<file path="src/rtl/conv_frame_loader.sv">
// Byte-stream loader and run sequencer for the 2x2-output 3x3 convolution engine.
// Optional build macro CONV_FRAME_LOADER_KEEP_FILTER_EN adds s_last so a frame may end after the 16 input bytes.
module conv_frame_loader #(
  parameter int RUN_CYCLES = 66
) (
  input  logic         clk_in,
  input  logic         rst,
  input  logic [7:0]   s_data,
  input  logic         s_valid,
  output logic         s_ready,
`ifdef CONV_FRAME_LOADER_KEEP_FILTER_EN
  input  logic         s_last,
`endif
  input  logic         abort,
  input  logic         done_ack,
  output logic [127:0] i_flat,
  output logic [71:0]  f_flat,
  output logic         eng_rst,
  output logic         busy,
  output logic         done
);

  typedef enum logic [1:0] {
    LOAD = 2'd0,
    KICK = 2'd1,
    RUN  = 2'd2,
    DONE = 2'd3
  } state_t;

  localparam logic [7:0] RC_LAST = 8'(RUN_CYCLES - 1);

  state_t      state_q, state_d;
  logic [4:0]  idx_q, idx_d;
  logic [7:0]  rc_q, rc_d;
  logic        eng_rst_q, busy_q, done_q;
  logic        xfer;
  logic        frame_end;
  logic [7:0]  i_mem_q [16];
  logic [7:0]  f_mem_q [9];

  assign xfer = (state_q == LOAD) && s_valid && !abort;

`ifdef CONV_FRAME_LOADER_KEEP_FILTER_EN
  assign frame_end = (idx_q == 5'd24) || ((idx_q == 5'd15) && s_last);
`else
  assign frame_end = (idx_q == 5'd24);
`endif

  always_comb begin
    state_d = state_q;
    idx_d   = idx_q;
    rc_d    = rc_q;
    case (state_q)
      LOAD: begin
        if (s_valid) begin
          if (frame_end) begin
            idx_d   = 5'd0;
            state_d = KICK;
          end else begin
            idx_d = idx_q + 5'd1;
          end
        end
      end
      KICK: begin
        rc_d    = 8'd0;
        state_d = RUN;
      end
      RUN: begin
        rc_d = rc_q + 8'd1;
        if (rc_q == RC_LAST) state_d = DONE;
      end
      DONE: begin
        if (done_ack) state_d = LOAD;
      end
      default: state_d = LOAD;
    endcase
    // Restart wins over any transfer or acknowledge in the same cycle.
    if (abort) begin
      state_d = LOAD;
      idx_d   = 5'd0;
      rc_d    = 8'd0;
    end
  end

  always_ff @(posedge clk_in or negedge rst) begin
    if (!rst) begin
      state_q   <= LOAD;
      idx_q     <= 5'd0;
      rc_q      <= 8'd0;
      eng_rst_q <= 1'b1;
      busy_q    <= 1'b0;
      done_q    <= 1'b0;
    end else begin
      state_q   <= state_d;
      idx_q     <= idx_d;
      rc_q      <= rc_d;
      // Decoded from the next state so the outputs come straight from flops.
      eng_rst_q <= (state_d == LOAD) || (state_d == KICK);
      busy_q    <= (state_d == RUN);
      done_q    <= (state_d == DONE);
    end
  end

  genvar gi;
  generate
    for (gi = 0; gi < 16; gi++) begin : g_imem
      always_ff @(posedge clk_in or negedge rst) begin
        if (!rst) begin
          i_mem_q[gi] <= 8'd0;
        end else if (xfer && (idx_q == 5'(gi))) begin
          i_mem_q[gi] <= s_data;
        end
      end
      assign i_flat[gi*8 +: 8] = i_mem_q[gi];
    end
    for (gi = 0; gi < 9; gi++) begin : g_fmem
      always_ff @(posedge clk_in or negedge rst) begin
        if (!rst) begin
          f_mem_q[gi] <= 8'd0;
        end else if (xfer && (idx_q == 5'(gi + 16))) begin
          f_mem_q[gi] <= s_data;
        end
      end
      assign f_flat[gi*8 +: 8] = f_mem_q[gi];
    end
  endgenerate

  assign s_ready = (state_q == LOAD);
  assign eng_rst = eng_rst_q;
  assign busy    = busy_q;
  assign done    = done_q;

endmodule

</file>
<file path="config.mk">
export PLATFORM = sky130hd
export DESIGN_NAME = conv_frame_loader
export DESIGN_NICKNAME = d
export VERILOG_FILES = /design/src/rtl/conv_frame_loader.sv
export SDC_FILE = /design/constraint.sdc
export NUM_CORES = 1
export LEC_CHECK = 0
export ABC_AREA = 1
export ABC_CLOCK_PERIOD_IN_PS = 2100
export CAP_MARGIN = 20
export CORE_MARGIN = 4
export CORE_UTILIZATION = 40
export CTS_BUF_LIST = sky130_fd_sc_hd__clkbuf_4 sky130_fd_sc_hd__clkbuf_8
export DETAILED_ROUTE_END_ITERATION = 6
export GPL_TIMING_DRIVEN = 0
export PLACE_DENSITY_LB_ADDON = 0.2
export SYNTH_ARGS = -nofsm -noshare
export SYNTH_HDL_FRONTEND = slang
export SYNTH_SLANG_ARGS = --single-unit
</file>
<file path="constraint.sdc">
create_clock -name clk_in -period 2.1 [get_ports clk_in]
set_input_delay 0.315 -clock clk_in [delete_from_list [all_inputs] [get_ports clk_in]]
set_output_delay 0.315 -clock clk_in [all_outputs]
set_load 0.02 [all_outputs]
</file>
# Word-level counts from Yosys, hierarchy flattened
# Cells that the tools add are included.
dict set report word_totals {
  ff_bits 218
  inputBits 13
  out_inout_bits 204
  word_cells 112
}
dict set report classes {
  n_addsub 2
  n_eq_ne 31
  muxes 12
  n_reduce_logical 36
}
# op n
set ops {}
lappend ops {{$eq A5 B5 Y1 const B} 9}
lappend ops {{$eq A5 B4 Y1 const B} 8}
lappend ops {{$logic_and A1 B1 Y1} 27}
lappend ops {{$eq A5 B3 Y1 const B} 4}
lappend ops {{$mux W5} 4}
lappend ops {{$pmux W8 S2} 1}
lappend ops {{$eq A5 B2 Y1 const B} 2}
lappend ops {{$mux W2} 5}
lappend ops {{$add A8 B1 Y8 const B} 1}
lappend ops {{$eq A2 B2 Y1 const B} 4}
lappend ops {{$eq A8 B7 Y1 const B} 1}
lappend ops {{$mux W8} 1}
lappend ops {{$pmux W2 S4} 1}
lappend ops {{$add A5 B1 Y5 const B} 1}
lappend ops {{$eq A5 B1 Y1 const B} 1}
lappend ops {{$logic_not A5 Y1} 1}
lappend ops {{$eq A2 B1 Y1 const B} 2}
lappend ops {{$logic_not A2 Y1} 2}
lappend ops {{$reduce_bool A2 Y1} 2}
lappend ops {{$reduce_bool A3 Y1} 1}
lappend ops {{$reduce_and A2 Y1} 1}
lappend ops {{$logic_not A1 Y1} 1}
lappend ops {{$logic_or A1 B1 Y1} 1}

# Logic depth before layout (Yosys ltp)
# Gate-level depths: netlist (run 1).
dict set report depth {
  depth_word 7
  depth_mapped 9
  mapped_depth_nobuf 9
}

# Worst setup path before layout (run 1)
# Ideal clock, no wire load.
dict set report synth_timing {
  kind {register to register}
  startpoint {register idx_q[0]}
  endpoint {register i_mem_q (netlist bit i_flat[125])}
  setup_time_ns 0.119
  t_arrival_ns 1.540
  t_required_ns 1.981
  setup_slack_ns 0.441
  stages_incl_launch_ff 10
  n_path_buf 1
  period_less_slack_ns 1.659
  path_cell_list {dfrtp_1 ha_1 inv_1 nor2_1 ha_1 inv_1 nor2_1 buf_2 nand2_1 o21a_1}
}
dict set report synth_via {
  elab_chain_cells 2
}
# item line_no
set synth_lines {}
lappend synth_lines {{from (decl)} 33} ;# logic [4:0] idx_q, idx_d;
lappend synth_lines {{from (signal assigned)} 95} ;# idx_q <= idx_d;
lappend synth_lines {{$eq A5 B4 Y1} 110} ;# end else if (xfer && (idx_q == 5'(gi))) begin
lappend synth_lines {{$logic_and A1 B1 Y1} 110}
lappend synth_lines {{to (signal, indexed assignment)} 111} ;# i_mem_q[gi] <= s_data;
lappend synth_lines {{to (decl)} 38} ;# logic [7:0] i_mem_q [16];
# No other way between the ends.
# A chain may end at the register's enable or synchronous reset.

# Final worst setup path (run 1)
dict set report layout_timing {
  startpoint {register eng_rst_q (netlist: eng_rst)}
  endpoint {output port eng_rst}
}
# item line_no
set layout_rtl {}
lappend layout_rtl {{from (decl)} 35} ;# logic eng_rst_q, busy_q, done_q;
lappend layout_rtl {{from (signal assigned)} 98} ;# eng_rst_q <= (state_d == LOAD) || (state_d == KICK);
lappend layout_rtl {{to (decl)} 18} ;# output logic eng_rst,
# No word-level cell between the ends.

==> results.py, run 1 <==
metrics = {
    "synth": {
        "synth_top_area_cell": "dfrtp_1",
        "syn_area_sq_um": 8240,
        "yosysMostFrequentCell": "nand2_1",
        "synth_commonest_cells": "nand2_1, dfrtp_1, o21ai_0, nor2_1, inv_1",
        "syn_inst": 830,
        "ys_ff_latch": 218,
        "synth-seq-area-share": 0.662,
        "synth.distinct_cells": 26,
        "synthTopCellsByArea": "dfrtp_1, o21ai_0, nand2_1",
        "yosys_warnings": 0,
        "synth_edf_count": 0,
        "synthFlopType": "dfrtp_1",
        "syn_avg_cell_area_sq_um": 9.93,
        "synth_fp_nets": 850,
        "async_flop_share": 1.00,
        "netlist.area_leader.share": 0.659,
    },
    "cts": {
        "cts_tree": "yes",
        "cts_max_level": 2,
        "numClockSinks": 218,
        "post_cts_buffers": 0,
        "numCtsBuffers": 37,
        "insertion_delay_ns": 0.53,
        "clkSlewWorstSetupHoldPaths_ns": 0.06,
        "cts_buffer_depth": 3,
        "cts-root-buf": "clkbuf_8",
    },
    "layout": {
        "nFillCells": 1829,
        "drive_gt1_frac": 0.0838,
        "fin_nets": 1107,
        "diodes": 0,
        "finalNonFillerCells": 1380,
        "syn_to_final_growth_pct": 39.9,
    },
    "global_routing": {
        "overflow": 0,
        "antenna_found_initial": 0,
        "grt_pass1_vias": 6540,
        "grt_use_total": 0.212,
        "grt_max_degree": 111,
        "grt_pass1_wl_um": 37500,
    },
    "worst_setup_path": {
        "path_delay_family": "buffers and inverters",
        "critPathKind": "register to output pin",
        "endpoint_kind": "output pin",
        "r2r_start": "idx_q[0]$_DFFE_PN0P_",
        "critPathMaxStageDelay_ns": 0.59,
        "crit_fanout": 1,
        "required_ns": 1.78,
        "slowest_stage": "clkdlybuf4s50_1",
        "reg2reg_to": "i_flat[5]$_DFFE_PN0P_",
        "crit_chain": "clkdlybuf4s50_1",
        "rr_worst_depth": 8,
        "arrival_ns": 1.62,
        "regToRegSetupSlack_ns": 0.19,
        "worst-path-buf-inv": 1,
        "start_kind": "register",
    },
    "placed_design": {
        "gp_congestion": 0.846,
        "hpwl_um": 16300,
        "dp_cells": 1317,
        "io_buffers": 216,
    },
    "sta": {
        "max_freq_mhz": 516,
        "grt_setup_unrepaired": "false",
        "slew_headroom": 0.433,
        "period_needed_ns": 1.94,
        "setup-violations-final": 0,
        "hold_violations": 0,
        "drv_slew": 0,
        "fin_crit_sh": 0.923,
        "worst_pin_slew_ns": 0.851,
        "clock_skew_ns": 0.0118,
        "fin_setup_tns_ns": 0,
    },
    "routing": {
        "routedWlPerCell_um": 17.7,
        "drc_errors": 0,
        "num_vias": 6679,
        "drtPass1Iterations": 4,
        "routed_wl_um": 24500,
        "drtIter0Drc": 434,
        "antenna_left": 0,
        "via_per_inst": 4.84,
    },
    "power_and_ir_drop": {
        "totalPowerFinal_mw": 10.7,
        "p_per_area_nw_per_um2": 932,
        "ir_drop_mv": 0.835,
        "pwr-share-comb": 0.195,
        "power_frac_clock": 0.354,
        "switching_share": 0.291,
        "p_switching_mw": 3.13,
        "p_int_mw": 7.61,
        "seqPwrFrac": 0.451,
        "leakagePower_nw": 5.19,
    },
    "die": {
        "io_pins": 217,
        "die_area_sq_um": 23000,
        "rows": 52,
        "die_x_um": 152,
        "initial_core_util": 0.407,
        "core_area_sq_um": 20200,
        "fp.dieH_um": 152,
    },
    "outcome": {
        "outcome": "finished, final reports clean",
    },
    "min_path": {
        "hold_path_class": "input pin to async pin",
    },
    "flow_run": {
        "drv_cap": 0,
    },
}
-- power by group through the flow --
stage	Combinational (mW)	Clock, mW	Sequential (mW)
floorplan	0.580	0	5.32
global placement	2.09	0	4.91
detailed placement	2.12	0	4.90
CTS	2.12	3.91	4.84
global route	2.28	4.10	4.89
finish	2.10	3.81	4.84
-- state kept, by name (all words and copies together) (netlist names) --
name	cells
state_q	2
eng_rst	1
done	1
i_flat	128
idx_q	5
busy	1
f_flat	72
rc_q	8
-- cell usage in the layout (no fill, tap or decap), types with 2 or more instances in the layout --
cell type / synthesis / routed
nor2_1: 47 / 46
nand4_1: 3 / 3
buf_4: 2 / 2
clkbuf_8: 0 / 43
clkbuf_1: 31 / 31
a21oi_1: 26 / 26
xnor2_1: 2 / 2
clkdlybuf4s50_1: 0 / 214
o21ai_1: 7 / 7
nor2_2: 2 / 2
o21ai_0: 167 / 167
xor2_1: 2 / 2
inv_2: 2 / 2
buf_2: 9 / 9
nand3_1: 14 / 14
ha_1: 7 / 7
dfrtp_1: 217 / 217
inv_6: 0 / 2
o21a_1: 8 / 8
nand2_2: 9 / 9
inv_1: 39 / 39
nor3_1: 5 / 5
nor2_4: 1 / 2
nand2_1: 219 / 219
clkbuf_4: 0 / 16
o22ai_1: 7 / 7
-- worst max-delay path by stage --
stage	from	to	slack, ns	cells after the start
floorplan	idx_q[0]$_DFFE_PN0P_	i_flat[125]$_DFFE_PN0P_	0.44	9
global placement	rst	i_flat[94]$_DFFE_PN0P_	-8.69	1
detailed placement	abort	i_flat[126]$_DFFE_PN0P_	-0.13	7
CTS	idx_q[0]$_DFFE_PN0P_	i_flat[126]$_DFFE_PN0P_	0.03	9
global route	idx_q[0]$_DFFE_PN0P_	i_flat[5]$_DFFE_PN0P_	0.03	8
finish	eng_rst$_DFF_PN1_	eng_rst	0.16	1
-- what timing repair did --
item	4_1_cts	5_1_grt
endpoints found under the setup margin	1	8
hold buffers	1	0
endpoints found under the hold margin	107	0
gates resized for setup	1	2
-- per-stage QoR --
step | instance area, sq um | utilization | setup WS, ns | hold WS (ns)
after floorplan | 8240 | - | 0.441 | 0.0194
after global placement | 10700 | 0.531 | -8.69 | 0.464
after detailed placement | 10800 | 0.533 | -0.133 | 0.443
after CTS | 11500 | 0.569 | 0.0290 | 0.459
after global routing | 11500 | 0.570 | 0.0329 | 0.492
final | 11500 | 0.570 | 0.161 | 0.423
-- cell families after synthesis --
logic type | Yosys count | share of synthesized area
AO/OA/AOI/OAI | 216 | 0.135
adder cells (fa/ha/maj) | 7 | 0.0106
flip-flops | 218 | 0.662
AND/OR/NAND/NOR | 301 | 0.147
XOR/XNOR | 4 | 0.00425
buffers and inverters | 84 | 0.0414
-- layout make-up --
cell class,instances,area (sq um),share of cell area
Clock buffer,59,712,0.0618
Inverter,41,154,0.0133
Multi-Input combinational cell,528,2450,0.213
Tap cell,270,338,0.0293
Sequential cell,218,5460,0.473
Timing Repair Buffer,218,2200,0.191
Buffer,43,188,0.0163
Clock inverter,3,25.0,0.00217
-- metal layers --
layer	track usage	up-vias	wire length, um
met4	0.0485	0	330
met3	0.0648	28	1780
met2	0.324	183	11300
met1	0.301	3243	11100
met5	0	-	0
li1	-	3225	-
Note: power is estimated with default switching activity, not from simulation.
==> run 2, diff against run 1 <==
--- a/config.mk
+++ b/config.mk
@@ -8,12 +8,13 @@
 export ABC_AREA = 1
 export ABC_CLOCK_PERIOD_IN_PS = 2100
 export CAP_MARGIN = 20
-export CORE_MARGIN = 4
-export CORE_UTILIZATION = 40
+export CORE_MARGIN = 3
+export CORE_UTILIZATION = 45
 export CTS_BUF_LIST = sky130_fd_sc_hd__clkbuf_4 sky130_fd_sc_hd__clkbuf_8
 export DETAILED_ROUTE_END_ITERATION = 6
 export GPL_TIMING_DRIVEN = 0
 export PLACE_DENSITY_LB_ADDON = 0.2
+export SKIP_LAST_GASP = 1
 export SYNTH_ARGS = -nofsm -noshare
 export SYNTH_HDL_FRONTEND = slang
 export SYNTH_SLANG_ARGS = --single-unit
==> run 2 against run 1 <==
Against the previous run:
- global-route usage increased by 2.4 points
- largest power group unchanged
- highest routed layer unchanged
- critical path depth unchanged
- flip-flop and latch count unchanged
- clock skew decreased by 0.0026 ns
- sequential power about the same
- die area decreased by 13%
- non-clock buffer count unchanged
- setup slack improved by 0.0099 ns
==> results.py, run 2 (synthesis results as in run 1) <==
metrics = {
    "routing": {
        "antenna_left": 0,
        "routedWlPerCell_um": 17.6,
        "drtIter0Drc": 346,
        "via_per_inst": 5.08,
        "routed_wl_um": 23500,
        "drtPass1Iterations": 4,
        "num_vias": 6798,
        "drc_errors": 0,
    },
    "placed_design": {
        "hpwl_um": 16000,
        "io_buffers": 216,
        "dp_cells": 1272,
        "dpl_cell_area_sq_um": 10700,
        "gp_congestion": 0.910,
    },
    "global_routing": {
        "grt_use_total": 0.236,
        "grt_max_degree": 118,
        "overflow": 0,
        "antenna_found_initial": 0,
        "grt.busiest_layer": "met2",
        "grtUsageMet3": 0.0549,
        "grt_pass1_vias": 6744,
        "grt_pass1_wl_um": 37200,
        "grt.met1_usage": 0.333,
        "grtUsageMet2": 0.368,
    },
    "worst_setup_path": {
        "crit_chain": "clkdlybuf4s50_1",
        "required_ns": 1.78,
        "rr_worst_depth": 7,
        "slowest_stage": "clkdlybuf4s50_1",
        "critPathKind": "register to output pin",
        "critPathMaxStageDelay_ns": 0.59,
        "path_delay_family": "buffers and inverters",
        "worst-path-buf-inv": 1,
        "endpoint_kind": "output pin",
        "crit_fanout": 1,
        "arrival_ns": 1.61,
        "start_kind": "register",
        "cp.depth": 1,
    },
    "layout": {
        "finalNonFillerCells": 1337,
        "drive_gt1_frac": 0.0854,
        "nFillCells": 1482,
        "diodes": 0,
        "post-route-cell-area_sq_um": 11500,
        "fin_nets": 1106,
        "syn_to_final_growth_pct": 39.4,
        "final_cell_mix": "nand2_1, dfrtp_1, clkdlybuf4s50_1, o21ai_0",
        "layout_commonest_cell": "nand2_1",
        "largest_register_ffs": 128,
    },
    "cts": {
        "cts_max_level": 2,
        "clkSlewWorstSetupHoldPaths_ns": 0.06,
        "cts_tree": "yes",
        "insertion_delay_ns": 0.52,
        "cts_buffer_depth": 3,
        "numClockSinks": 218,
        "numCtsBuffers": 36,
        "cts-root-buf": "clkbuf_8",
    },
    "power_and_ir_drop": {
        "p_per_area_nw_per_um2": 938,
        "ir_drop_mv": 1.03,
        "leakagePower_nw": 5.20,
    },
    "sta": {
        "worst_pin_slew_ns": 0.818,
        "period_needed_ns": 1.93,
        "setup-violations-final": 0,
        "fin_crit_sh": 0.919,
        "hold_violations": 0,
        "clock_skew_ns": 0.00919,
        "drv_slew": 0,
        "grt_setup_unrepaired": "false",
        "slew_headroom": 0.455,
        "max_freq_mhz": 518,
        "fin_setup_tns_ns": 0,
    },
    "die": {
        "io_pins": 217,
        "fp.dieH_um": 141,
        "initial_core_util": 0.468,
        "die_area_sq_um": 20000,
        "rows": 48,
        "core_area_sq_um": 17600,
        "die_x_um": 141,
    },
    "min_path": {
        "hold_path_class": "input pin to async pin",
    },
    "outcome": {
        "outcome": "finished, final reports clean",
    },
    "flow_run": {
        "drv_cap": 0,
    },
}
-- run 2: cell count changes in the layout (fill, tap and decap cells not counted) --
cell,before,now
clkinv_2,0,2
clkinvlp_4,1,2
clkbuf_8,43,46
nor2_4,2,1
inv_6,2,0
nor2_2,2,3
clkbuf_4,16,14
-- run 2: cell type report --
type / count / area, sq um / area share
multi-input cells: 528 / 2450 / 0.213
plain buffers: 43 / 188 / 0.0163
inverters: 41 / 154 / 0.0134
flip-flops and latches: 218 / 5460 / 0.475
clock inverters: 4 / 25.0 / 0.00218
clock buffers: 60 / 738 / 0.0642
well taps: 225 / 282 / 0.0245
repair buffers: 218 / 2200 / 0.192
-- run 2: per-stage QoR --
step	utilization	hold slack, ns	power (mW)	setup slack [ns]
floorplan	-	0.0194	5.90	0.441
global placement	0.607	0.464	6.99	-8.36
detailed placement	0.609	0.404	7.02	-0.0936
CTS	0.653	0.446	10.9	0.0991
global route	0.653	0.462	11.3	0.0420
finish	0.653	0.407	10.8	0.171
-- run 2: report_power, final --
part           switching (mW)  internal [mW]  leakage (nW)
combinational            1.24          0.871          1.79
clock                    1.63           2.21         0.403
sequential              0.241           4.60          3.00
total                    3.11           7.68          5.20
-- run 2: final timing paths --
check | startpoint | to | slack (ns)
max reg2reg | idx_q[0]$_DFFE_PN0P_ | i_flat[2]$_DFFE_PN0P_ | 0.20
min reg2reg | i_flat[61]$_DFFE_PN0P_ | i_flat[61]$_DFFE_PN0P_ | 0.48
min in group clk_in | i_flat[61]$_DFFE_PN0P_ | i_flat[61]$_DFFE_PN0P_ | 0.48
min | rst | rc_q[0]$_DFFE_PN0P_ | 0.41
max | eng_rst$_DFF_PN1_ | eng_rst | 0.17
max in group asynchronous | rst | f_flat[12]$_DFFE_PN0P_ | 0.67
-- run 2: repair_timing --
item                                    4_1_cts  5_1_grt
hold endpoints to repair                    101        0
hold buffers                                  1        0
endpoints found under the setup margin        1        2
cloned                                        0        0
buffers inserted                              0        0
resized for setup                             1        1
-- run 2: worst register-to-register path: cells and delay by family (launching register included) --
family	cells	cell delay [ns]
AO/OA/AOI/OAI	1	0.23
adder cells (fa/ha/maj)	1	0.22
flip-flops	1	0.41
AND/OR/NAND/NOR	2	0.44
buffers and inverters	3	0.50
-- run 2: routing by layer --
layer | wire length, um | vias to the layer above
li1 | - | 3220
met1 | 10400 | 3314
met2 | 10900 | 221
met3 | 1620 | 43
met4 | 575 | 0
met5 | 0 | -
==> run 3, diff against run 2 <==
--- a/config.mk
+++ b/config.mk
@@ -14,6 +14,7 @@
 export DETAILED_ROUTE_END_ITERATION = 6
 export GPL_TIMING_DRIVEN = 0
 export PLACE_DENSITY_LB_ADDON = 0.2
+export REMOVE_ABC_BUFFERS = 1
 export SKIP_LAST_GASP = 1
 export SYNTH_ARGS = -nofsm -noshare
 export SYNTH_HDL_FRONTEND = slang
==> constraint.sdc (replaced) <==
create_clock -name clk_in -period 2.1 [get_ports clk_in]
set_input_delay 0.315 -clock clk_in [delete_from_list [all_inputs] [get_ports clk_in]]
set_output_delay 0.315 -clock clk_in [all_outputs]
set_load 0.01 [all_outputs]
==> run 3 against run 2 <==
Against the previous run:
- maximum frequency fell by 4.6%
- setup slack got worse by 0.092 ns
- sequential power about the same
- critical endpoint is now s_ready
- largest cell class unchanged
==> results.py, run 3 (synthesis results as in run 1) <==
metrics = {
    "sta": {
        "max_freq_mhz": 495,
        "grt_setup_unrepaired": "true",
        "worst_pin_slew_ns": 1.10,
        "setup-violations-final": 0,
        "period_needed_ns": 2.02,
        "hold_violations": 0,
        "layout_setup_ws_ns": 0.0786,
        "slew_headroom": 0.268,
        "fin_crit_sh": 0.963,
        "drv_slew": 0,
        "clock_skew_ns": 0.0241,
    },
    "global_routing": {
        "grt_use_total": 0.218,
        "grt_pass1_vias": 6144,
        "grt_max_degree": 120,
        "antenna_found_initial": 0,
        "grt_pass1_wl_um": 34700,
        "overflow": 0,
    },
    "layout": {
        "finalNonFillerCells": 1296,
        "layout_commonest_cell": "nand2_1",
        "nFillCells": 1436,
        "drive_gt1_frac": 0.0803,
        "final_cell_mix": "nand2_1, dfrtp_1, clkdlybuf4s50_1, o21ai_0, clkbuf_8",
        "diodes": 0,
        "fin_nets": 1066,
        "post-route-cell-area_sq_um": 11400,
        "largest_register_ffs": 128,
        "syn_to_final_growth_pct": 38.2,
    },
    "worst_setup_path": {
        "crit_fanout": 4,
        "endpoint_kind": "output pin",
        "path_delay_family": "buffers and inverters",
        "crit_chain": "nor2_4, clkdlybuf4s50_1",
        "r2r_start": "state_q[1]$_DFF_PN0_",
        "rr_worst_depth": 5,
        "slowest_stage": "clkdlybuf4s50_1",
        "arrival_ns": 1.71,
        "regToRegSetupSlack_ns": 0.16,
        "start_kind": "register",
        "critPathKind": "register to output pin",
        "worst-path-buf-inv": 1,
        "reg2reg_to": "i_flat[2]$_DFFE_PN0P_",
        "startpoint": "state_q[1]$_DFF_PN0_",
        "required_ns": 1.78,
        "critPathMaxStageDelay_ns": 0.59,
    },
    "power_and_ir_drop": {
        "seqPwrFrac": 0.454,
        "switching_share": 0.263,
        "p_per_area_nw_per_um2": 933,
        "p_int_mw": 7.83,
        "power_frac_clock": 0.376,
        "ir_drop_mv": 0.794,
        "leakagePower_nw": 5.16,
        "pwr-share-comb": 0.170,
        "p_switching_mw": 2.80,
    },
    "die": {
        "initial_core_util": 0.468,
        "io_pins": 217,
        "core_area_sq_um": 17600,
        "die_x_um": 141,
        "rows": 48,
        "fp.dieH_um": 141,
        "die_area_sq_um": 20000,
    },
    "routing": {
        "drtIter0Drc": 383,
        "num_vias": 6496,
        "antenna_left": 0,
        "drtPass1Iterations": 6,
        "routed_wl_um": 21800,
        "routedWlPerCell_um": 16.8,
        "via_per_inst": 5.01,
        "drc_errors": 0,
    },
    "placed_design": {
        "dpl_cell_area_sq_um": 10500,
        "io_buffers": 216,
        "hpwl_um": 13800,
        "gp_congestion": 0.836,
        "dp_cells": 1229,
        "place_ws_ns": -0.272,
    },
    "min_path": {
        "hold_path_class": "input pin to async pin",
    },
    "cts": {
        "cts_buffer_depth": 3,
        "cts_max_level": 2,
        "insertion_delay_ns": 0.51,
        "cts_tree": "yes",
        "numCtsBuffers": 37,
        "clkSlewWorstSetupHoldPaths_ns": 0.07,
        "numClockSinks": 218,
        "cts-root-buf": "clkbuf_8",
    },
    "flow_run": {
        "drv_cap": 0,
    },
    "outcome": {
        "outcome": "finished, final reports clean",
    },
}
==> run 3: power by group through the flow <==
stage | clock network, mW | logic [mW] | registers, mW
2_1_floorplan | 0 | 0.548 | 5.05
3_3_place_gp | 0 | 1.77 | 4.89
3_5_place_dp | 0 | 1.81 | 4.89
4_1_cts | 4.11 | 1.82 | 4.82
5_1_grt | 4.30 | 1.99 | 4.87
6_report | 4.00 | 1.80 | 4.82
==> run 3: worst max path at each step <==
stage | to | slack (ns) | depth (start not counted)
final | s_ready | 0.08 | 2
after global routing | i_flat[124]$_DFFE_PN0P_ | -0.05 | 8
after CTS | s_ready | 0.05 | 2
after detailed placement | i_flat[126]$_DFFE_PN0P_ | -0.27 | 6
after global placement | i_flat[124]$_DFFE_PN0P_ | -8.47 | 1
after floorplan | i_flat[120]$_DFFE_PN0P_ | 0.33 | 8
==> run 3: layout make-up <==
class,count,area (sq um),area share
sequential,218,5460,0.479
multi-input combinational,528,2450,0.215
timing repair buffer,220,2250,0.197
clock buffer,58,742,0.0651
tap,225,282,0.0247
inverter,41,154,0.0135
clock inverter,6,57.6,0.00505
==> run 3: stage by stage <==
step	hold WS (ns)	setup TNS [ns]	util	power [mW]
after floorplan	0.0194	0	-	5.60
after global placement	0.465	-1846.41	0.597	6.66
after detailed placement	0.400	-8.36	0.598	6.70
after CTS	0.450	0	0.645	10.7
after global routing	0.477	-0.471	0.647	11.2
final	0.430	0	0.647	10.6
==> run 3: timing repair <==
item,CTS,global route
resized for setup,1,1
buffers inserted,0,0
hold buffers,1,0
hold endpoints to repair,98,0
endpoints found under the setup margin,8,23
==> run 3: layer usage <==
metal  part of all wire  wire (um)  global-route usage  vias to the layer above
met5                  0          0                   0                        -
met4              0.015        329              0.0612                        0
met3              0.077       1670              0.0549                       28
met2               0.47      10200               0.340                      213
met1               0.44       9620               0.306                     3103
li1                   -          -                   -                     3152
